### config.mk
export PLATFORM = sky130hd
export DESIGN_NAME = addsub_seq_ctrl_flat
export DESIGN_NICKNAME = d
export VERILOG_FILES = /design/src/rtl/addsub_seq_if.sv /design/src/rtl/addsub_seq_ctrl.sv /design/src/flat_wrapper.sv
export SDC_FILE = /design/constraint.sdc
export NUM_CORES = 1
export LEC_CHECK = 0
export CELL_PAD_IN_SITES_DETAIL_PLACEMENT = 0
export CELL_PAD_IN_SITES_GLOBAL_PLACEMENT = 1
export CORE_UTILIZATION = 45
export CTS_BUF_LIST = sky130_fd_sc_hd__clkbuf_4 sky130_fd_sc_hd__clkbuf_8
export DETAILED_ROUTE_END_ITERATION = 6
export GPL_TIMING_DRIVEN = 0
export PLACE_DENSITY = 0.86
export SETUP_SLACK_MARGIN = 0.02
export SLEW_MARGIN = 20
export SYNTH_ARGS = -nofsm -noshare
export SYNTH_HDL_FRONTEND = slang
export SYNTH_SLANG_ARGS = --single-unit
### constraint.sdc
create_clock -name clk -period 4.5 [get_ports clk]
set_input_delay 1.125 -clock clk [delete_from_list [all_inputs] [get_ports clk]]
set_output_delay 1.125 -clock clk [all_outputs]
set_load 0.02 [all_outputs]
### src/rtl/addsub_seq_if.sv
// Request/result bundle for the multi-precision add/subtract sequencer.
// With ADDSUB_SEQ_ZERO_FLAG_EN defined, the bundle also carries a zero flag.
interface addsub_seq_if #(parameter int NSLICE = 4);
   localparam int W = 4 * NSLICE;

   logic         in_valid;
   logic         in_ready;
   logic [W-1:0] op_a;
   logic [W-1:0] op_b;
   logic         sub;
   logic         res_valid;
   logic         res_ready;
   logic [W-1:0] result;
   logic         carry_out;
   logic         overflow;
   logic         busy;

`ifdef ADDSUB_SEQ_ZERO_FLAG_EN
   logic         zero;

   modport master (
      output in_valid, op_a, op_b, sub, res_ready,
      input  in_ready, res_valid, result, carry_out, overflow, busy, zero
   );

   modport slave (
      input  in_valid, op_a, op_b, sub, res_ready,
      output in_ready, res_valid, result, carry_out, overflow, busy, zero
   );
`else
   modport master (
      output in_valid, op_a, op_b, sub, res_ready,
      input  in_ready, res_valid, result, carry_out, overflow, busy
   );

   modport slave (
      input  in_valid, op_a, op_b, sub, res_ready,
      output in_ready, res_valid, result, carry_out, overflow, busy
   );
`endif
endinterface

### src/rtl/addsub_seq_ctrl.sv
// Multi-precision add/subtract sequencer: one 4-bit slice per cycle across a
// 4*NSLICE-bit operand pair, with the inter-slice carry held in a register.
// Optional feature macro: ADDSUB_SEQ_ZERO_FLAG_EN adds a registered zero flag.
module addsub_seq_ctrl #(
   parameter int NSLICE = 4
) (
   input logic         clk,
   input logic         rst_n,
   addsub_seq_if.slave bus
);
   localparam int W     = 4 * NSLICE;
   localparam int IDX_W = (NSLICE > 1) ? $clog2(NSLICE) : 1;
   localparam logic [IDX_W-1:0] LAST_IDX = IDX_W'(NSLICE - 1);

   typedef enum logic [1:0] {
      IDLE = 2'd0,
      RUN  = 2'd1,
      DONE = 2'd2
   } state_t;

   state_t           state_q, state_d;
   logic [W-1:0]     a_q, b_q, result_q;
   logic             sub_q, carry_q, cout_q, ovf_q;
   logic [IDX_W-1:0] idx_q;
   logic             accept, last_slice;
   logic [3:0]       slice_a, slice_b, slice_sum;
   logic             slice_c3, slice_c4;

   // Four chained full-adder cells; returns {c4, c3, sum}.
   function automatic logic [5:0] slice_add(input logic [3:0] a,
                                            input logic [3:0] b,
                                            input logic       cin);
      logic [4:0] c;
      logic [3:0] s;
      c[0] = cin;
      for (int i = 0; i < 4; i++) begin
         s[i]   = a[i] ^ b[i] ^ c[i];
         c[i+1] = (a[i] & b[i]) | (c[i] & (a[i] ^ b[i]));
      end
      return {c[4], c[3], s};
   endfunction

   // Select the active slice and run it through the 4-bit adder.
   always_comb begin
      slice_a = a_q[4*int'(idx_q) +: 4];
      slice_b = b_q[4*int'(idx_q) +: 4] ^ {4{sub_q}};
      {slice_c4, slice_c3, slice_sum} = slice_add(slice_a, slice_b, carry_q);
   end

   // State register.
   always_ff @(posedge clk or negedge rst_n) begin
      if (!rst_n) state_q <= IDLE;
      else        state_q <= state_d;
   end

   // Next-state logic and handshake decode.
   always_comb begin
      state_d    = state_q;
      accept     = 1'b0;
      last_slice = 1'b0;
      case (state_q)
         IDLE: begin
            if (bus.in_valid) begin
               accept  = 1'b1;
               state_d = RUN;
            end
         end
         RUN: begin
            if (idx_q == LAST_IDX) begin
               last_slice = 1'b1;
               state_d    = DONE;
            end
         end
         DONE: begin
            if (bus.res_ready) state_d = IDLE;
         end
         default: state_d = IDLE;
      endcase
   end

   // Operand capture, slice sequencing and flag generation.
   always_ff @(posedge clk or negedge rst_n) begin
      if (!rst_n) begin
         a_q      <= '0;
         b_q      <= '0;
         sub_q    <= 1'b0;
         idx_q    <= '0;
         carry_q  <= 1'b0;
         result_q <= '0;
         cout_q   <= 1'b0;
         ovf_q    <= 1'b0;
      end else if (accept) begin
         a_q     <= bus.op_a;
         b_q     <= bus.op_b;
         sub_q   <= bus.sub;
         idx_q   <= '0;
         carry_q <= bus.sub;
      end else if (state_q == RUN) begin
         result_q[4*int'(idx_q) +: 4] <= slice_sum;
         carry_q <= slice_c4;
         idx_q   <= idx_q + 1'b1;
         if (last_slice) begin
            cout_q <= slice_c4;
            ovf_q  <= slice_c3 ^ slice_c4;
         end
      end
   end

`ifdef ADDSUB_SEQ_ZERO_FLAG_EN
   logic zero_acc_q, zero_q;

   // AND of per-slice zero bits, published together with the last slice.
   always_ff @(posedge clk or negedge rst_n) begin
      if (!rst_n) begin
         zero_acc_q <= 1'b0;
         zero_q     <= 1'b0;
      end else if (accept) begin
         zero_acc_q <= 1'b1;
      end else if (state_q == RUN) begin
         zero_acc_q <= zero_acc_q & (slice_sum == 4'd0);
         if (last_slice) zero_q <= zero_acc_q & (slice_sum == 4'd0);
      end
   end

   assign bus.zero = zero_q;
`endif

   assign bus.in_ready  = (state_q == IDLE);
   assign bus.res_valid = (state_q == DONE);
   assign bus.busy      = (state_q == RUN) || (state_q == DONE);
   assign bus.result    = result_q;
   assign bus.carry_out = cout_q;
   assign bus.overflow  = ovf_q;
endmodule
### src/flat_wrapper.sv
// flat-port wrapper written by rule: the top's interface ports become plain ports
module addsub_seq_ctrl_flat 
#(
   parameter int NSLICE = 4
)
  (clk, rst_n, bus_in_valid, bus_op_a, bus_op_b, bus_sub, bus_res_ready, bus_in_ready, bus_res_valid, bus_result, bus_carry_out, bus_overflow, bus_busy);
  addsub_seq_if #(.NSLICE(NSLICE)) bus_i ();
  input logic clk;
  input logic rst_n;
  input wire logic [$bits(bus_i.in_valid)-1:0] bus_in_valid;
  input wire logic [$bits(bus_i.op_a)-1:0] bus_op_a;
  input wire logic [$bits(bus_i.op_b)-1:0] bus_op_b;
  input wire logic [$bits(bus_i.sub)-1:0] bus_sub;
  input wire logic [$bits(bus_i.res_ready)-1:0] bus_res_ready;
  output wire logic [$bits(bus_i.in_ready)-1:0] bus_in_ready;
  output wire logic [$bits(bus_i.res_valid)-1:0] bus_res_valid;
  output wire logic [$bits(bus_i.result)-1:0] bus_result;
  output wire logic [$bits(bus_i.carry_out)-1:0] bus_carry_out;
  output wire logic [$bits(bus_i.overflow)-1:0] bus_overflow;
  output wire logic [$bits(bus_i.busy)-1:0] bus_busy;
  assign bus_i.in_valid = bus_in_valid;
  assign bus_i.op_a = bus_op_a;
  assign bus_i.op_b = bus_op_b;
  assign bus_i.sub = bus_sub;
  assign bus_i.res_ready = bus_res_ready;
  assign bus_in_ready = bus_i.in_ready;
  assign bus_res_valid = bus_i.res_valid;
  assign bus_result = bus_i.result;
  assign bus_carry_out = bus_i.carry_out;
  assign bus_overflow = bus_i.overflow;
  assign bus_busy = bus_i.busy;
  addsub_seq_ctrl #(.NSLICE(NSLICE)) u_core (.clk(clk), .rst_n(rst_n), .bus(bus_i));
endmodule
# ---- Yosys cells after proc, flatten, opt, wreduce, memory -nomap -nowiden
# Index checks and enable logic that the tools add are counted.
# W data, S select, Z words.
dict set report totals {
  ff_bits 56
  in_bits 37
  output_inout_bits 21
}
dict set report op_classes {
  add_sub_neg 2
  eq_ne 6
  n_shift 4
  n_mux 13
  bitwise 23
  reduce_logical 6
}
# operator n
set ops {}
lappend ops {{$neg A4 Y33} 1}
lappend ops {{$shift A4 B33 Y16 const A} 1}
lappend ops {{$shiftx A4 B33 Y16} 1}
lappend ops {{$shiftx A16 B5 Y4} 2}
lappend ops {{$bwmux W16} 1}
lappend ops {{$mux W2} 5}
lappend ops {{$xor A1 B1 Y1} 9}
lappend ops {{$and A1 B1 Y1} 8}
lappend ops {{$mux W1} 6}
lappend ops {{$pmux W2 S3} 1}
lappend ops {{$reduce_and A3 Y1} 2}
lappend ops {{$eq A2 B2 Y1 const B} 2}
lappend ops {{$ne A2 B2 Y1 const B} 2}
lappend ops {{$or A1 B1 Y1} 4}
lappend ops {{$xor A4 B4 Y4} 1}
lappend ops {{$add A2 B1 Y2 const B} 1}
lappend ops {{$eq A2 B1 Y1 const B} 1}
lappend ops {{$logic_not A2 Y1} 1}
lappend ops {{$ne A2 B1 Y1 const B} 1}
lappend ops {{$reduce_and A2 Y1} 1}
lappend ops {{$reduce_bool A2 Y1} 1}
lappend ops {{$logic_or A1 B1 Y1} 1}
lappend ops {{$not A1 Y1} 1}

# ---- Logic depth before layout (Yosys ltp)
dict set report depth {
  word_depth 13
  ltp_mapped 11
  ltp_nobuf 10
}

# ---- Worst setup path before layout
# No wires, ideal clock.
dict set report synth_timing {
  kind {register to register}
  start {reg u_core.idx_q[0]}
  end {reg u_core.result_q[3], in the netlist u_core.bus.result[3]}
  setup_time_ns 0.096
  arrival_ns 2.901
  required_ns 4.404
  slack_ns 1.503
  path_stages_with_launch 10
  path_buffers 2
  synth_period_minus_slack_ns 2.997
  cell_sequence {dfrtp_1 -> buf_6 -> buf_6 -> mux4_2 -> fa_1 -> fa_1 -> inv_1 -> fa_1 -> fa_1 -> o31ai_1}
}
dict set report synth_between {
  elab_chain_cells 12
  elab_cells_between_ends 24
  classes_between {add/sub (1); shift (4); mux (1); bitwise (18)}
}
# item line_no
set synth_rtl {}
lappend synth_rtl {{start, declared} addsub_seq_ctrl.sv:24} ;# logic [IDX_W-1:0] idx_q;
lappend synth_rtl {{start signal, assigned} addsub_seq_ctrl.sv:101} ;# idx_q <= idx_q + 1'b1;
lappend synth_rtl {{$shiftx A16 B5 Y4} addsub_seq_ctrl.sv:46} ;# slice_b = b_q[4*int'(idx_q) +: 4] ^ {4{sub_q}};
lappend synth_rtl {{$xor A4 B4 Y4} addsub_seq_ctrl.sv:46}
lappend synth_rtl {{$xor A1 B1 Y1} {addsub_seq_ctrl.sv:37, addsub_seq_ctrl.sv:38}}
lappend synth_rtl {{$and A1 B1 Y1} addsub_seq_ctrl.sv:38} ;# c[i+1] = (a[i] & b[i]) | (c[i] & (a[i] ^ b[i]));
lappend synth_rtl {{$or A1 B1 Y1} addsub_seq_ctrl.sv:38}
lappend synth_rtl {{$and A1 B1 Y1} addsub_seq_ctrl.sv:38}
lappend synth_rtl {{$or A1 B1 Y1} addsub_seq_ctrl.sv:38}
lappend synth_rtl {{$and A1 B1 Y1} addsub_seq_ctrl.sv:38}
lappend synth_rtl {{$or A1 B1 Y1} addsub_seq_ctrl.sv:38}
lappend synth_rtl {{$xor A1 B1 Y1} addsub_seq_ctrl.sv:37} ;# s[i] = a[i] ^ b[i] ^ c[i];
lappend synth_rtl {{$shiftx A4 B33 Y16} addsub_seq_ctrl.sv:99} ;# result_q[4*int'(idx_q) +: 4] <= slice_sum;
lappend synth_rtl {{$bwmux W16 (*)} addsub_seq_ctrl.sv:99}
lappend synth_rtl {{end signal, assigned by index} addsub_seq_ctrl.sv:99}
lappend synth_rtl {{end, declared} addsub_seq_ctrl.sv:22} ;# logic [W-1:0] a_q, b_q, result_q;
# Every way passes the cells marked *; elsewhere a longest branch is shown, timed or not.
# A chain may end at the register's enable or synchronous reset.

# ---- Final worst setup path
# Ends and elaborated chain as after synthesis.

==> metrics.md <==
| Metric | Value |
|---|---|
| Post-synth EDFFs | `0` |
| Final non-filler cell total | `329` |
| Final Hold Vio Count | `0` |
| Internal power | `1.61 mW` |
| # resized after CTS | `0` |
| Outcome | `completed` |
| CTS H-tree lvls | `2` |
| Final Max Slew Viols | `0` |
| R2R Path Start | `u_core.idx_q[0]$_DFFE_PN0P_` |
| Top_reg_cell synth | `dfrtp_1` |
| IO Count | `58` |
| Critical path fanouts, max | `10` |
| CP Launch Type | `flop` |
| Clock slew at reported path FFs | `0.09 ns` |
| Fraction of layout cells with a size suffix above 1 | `0.128` |
| Net Switching | `1.03 mW` |
| Pin count of the biggest net entering global routing | `57` |
| Max_slew headroom | `0.539` |
| CTS tree | `done` |
| HP Class | `reg2reg` |
| RSZ-0062 raised after global routing | `false` |
| Unique masters post-synth | `28` |
| Total GRT Usage | `0.178` |
| Final Skew | `0.00692 ns` |
| Highest-count cells in the layout ignoring fill and taps | `clkdlybuf4s50_1 (56), dfrtp_1 (56), mux2_1 (27), nand2_1 (21), o21ai_0 (10)` |
| Port Buffers | `57` |
| Yosys reg bits | `56` |
| Leak | `1.45 nW` |
| Iteration-0 DRC Markers | `79` |
| Warnings from Yosys | `0` |
| Congestion Overflow GR | `0` |
| Die Width | `78.9 um` |
| Crit path DAT | `3.49 ns` |
| Vias/cell | `5.12` |
| Pwr/cell area | `771 nW/um^2` |
| CP Class | `reg2reg` |
| DRC viols | `0` |
| Final net count | `308` |
| Sink Count | `56` |
| Dpl cells | `323` |
| Synth Cell Area | `2660 um^2` |
| Period utilization | `0.727` |
| Setup TNS | `0 ns` |
| Hold buffers post-CTS | `0` |
| Root buffer cell | `clkbuf_8` |
| Routed wire length | `4.87 mm` |
| Vias in the first global route | `1740` |
| Global-route wire length before repair | `8.36 mm` |
| Clock buffer depth | `2` |
| Fmax | `306 MHz` |
| Placer congestion estimate | `0.692` |
| Routed len/inst | `14.8 um` |
| Clock share of power | `0.117` |
| VDD IR-drop max | `451 uV` |
| # diodes | `0` |
| Initial antenna violation count | `0` |
| Critical Path RT | `4.71 ns` |
| Post-synth top area share | `0.527` |
| Vias | `1686` |
| Antenna Violating Nets Remaining | `0` |
| CP endpoint | `u_core.bus.result[3]$_DFFE_PN0P_` |
| Die area | `6220 um^2` |
| Net Sw Frac | `0.389` |
| Reg2reg end | `u_core.bus.result[3]$_DFFE_PN0P_` |
| Largest cells by area after synthesis | `dfrtp_1 (53%), mux2_1 (11%), mux4_2 (6.8%), ha_1 (4.2%), fa_1 (3.0%)` |
| Initial Util | `0.474` |
| Critical Path End Type | `flop` |
| Max-Cap Viols | `0` |
| Core area | `5610 um^2` |
| Least-Margin Pin Slew | `0.691 ns` |
| Synth-to-layout area growth | `28.5%` |
| Synthesized net count | `244` |
| DP Area | `3320 um^2` |
| Place WS | `1.23 ns` |
| Postcts setup bufs | `0` |
| Number of CTS-inserted buffers | `5` |
| 1st-pass router iterations | `4` |
| Final worst slack | `1.23 ns` |
| Die Y | `78.9 um` |
| Clk_lat worst skew | `0.30 ns` |
| Reg2Reg Depth | `9` |
| Final Cell Area | `3420 um^2` |
| Sequential cell area fraction in the yosys report | `0.527` |
| Post-Synthesis Cells | `194` |
| Half-perimeter wire length after placement | `3.69 mm` |
| FP Rows | `27` |
| Critical Path Source | `u_core.idx_q[0]$_DFFE_PN0P_` |
| Combinational group share of total power | `0.561` |
| Synth Area per Inst | `13.7 um^2` |
| Final setup viols | `0` |
| Cell taking the most area after synthesis | `dfrtp_1` |
| Flop pwr share | `0.322` |
| Reg2Reg Setup Slack | `1.23 ns` |
| Tmin final | `3.27 ns` |
| Async S/R FF share, synth | `1.00` |
## synthesized netlist by cell type (2+ instances only)
master / n
o21ai_0: 10
o21ai_1: 2
nand2_1: 21
and4_1: 2
mux2_1: 27
buf_6: 6
buf_2: 2
fa_1: 4
mux2_2: 7
dfrtp_1: 56
mux4_2: 8
a22o_1: 6
xnor2_1: 6
nor2_1: 3
o31ai_1: 2
mux2i_1: 2
nand4_1: 2
clkinv_1: 2
inv_1: 9
ha_1: 9
## worst max-delay path, cell delays in order, from the launching register on
cell and delay, ns:
dfrtp_1 0.44, buf_6 0.18, buf_6 0.16, mux4_2 0.52, fa_1 0.41, fa_1 0.36, inv_1 0.07, fa_1 0.23
fa_1 0.53, o31ai_1 0.27
## registers in the layout, summed over array words and instances (netlist names)
name                  cells
u_core.carry_q            1
u_core.b_q               16
u_core.bus.overflow       1
u_core.idx_q              2
u_core.sub_q              1
u_core.bus.carry_out      1
u_core.state_q            2
u_core.bus.result        16
u_core.a_q               16
## area by class of cell
| class | instances | area (um^2) |
|---|---|---|
| flip-flops and latches | 56 | 1400 |
| multi-input cells | 117 | 1130 |
| clock buffers | 5 | 68.8 |
| inverters | 12 | 45.0 |
| repair buffers | 57 | 568 |
| fillers | 467 | 2190 |
| well taps | 72 | 90.1 |
| plain buffers | 9 | 85.1 |
| clock inverters | 1 | 30.0 |
## routing by layer
metal	global-route usage	vias up	share of wire
li1	-	802	-
met4	0.0582	0	0.0099
met3	0.0368	6	0.040
met1	0.223	833	0.43
met5	0	-	0
met2	0.308	45	0.52
## through the flow
stage / total power, mW / utilization / hold slack, ns
2_1_floorplan: 1.85 / - / 0.452
3_3_place_gp: 2.32 / 0.592 / 0.463
3_5_place_dp: 2.37 / 0.591 / 0.471
4_1_cts: 2.68 / 0.609 / 0.492
5_1_grt: 2.85 / 0.609 / 0.502
6_report: 2.63 / 0.609 / 0.486
## power by group through the flow
stage | clock, mW | sequential [mW] | combinational [mW]
CTS | 0.320 | 0.850 | 1.51
finish | 0.309 | 0.847 | 1.48
floorplan | 0 | 0.884 | 0.969
detailed placement | 0 | 0.860 | 1.51
global route | 0.339 | 0.876 | 1.63
global placement | 0 | 0.848 | 1.47
## worst min-delay path by stage
| stage | start | endpoint | cells past startpoint |
|---|---|---|---|
| after floorplan | u_core.a_q[10]$_DFFE_PN0P_ | u_core.a_q[10]$_DFFE_PN0P_ | 1 |
| after global placement | u_core.a_q[10]$_DFFE_PN0P_ | u_core.a_q[10]$_DFFE_PN0P_ | 1 |
| after detailed placement | u_core.b_q[9]$_DFFE_PN0P_ | u_core.b_q[9]$_DFFE_PN0P_ | 1 |
| after CTS | u_core.b_q[9]$_DFFE_PN0P_ | u_core.b_q[9]$_DFFE_PN0P_ | 1 |
| after global routing | u_core.b_q[9]$_DFFE_PN0P_ | u_core.b_q[9]$_DFFE_PN0P_ | 1 |
| final | u_core.b_q[10]$_DFFE_PN0P_ | u_core.b_q[10]$_DFFE_PN0P_ | 1 |
## kinds of logic after synthesis
group	count (synthesis)	share of synthesized area
flops	56	0.527
xor+xnor	6	0.0198
compound gates	21	0.0518
buf+inv	21	0.0489
fa+ha+maj	13	0.0725
simple gates	33	0.0607
mux	44	0.219
Power figures use the tool's default switching activity.
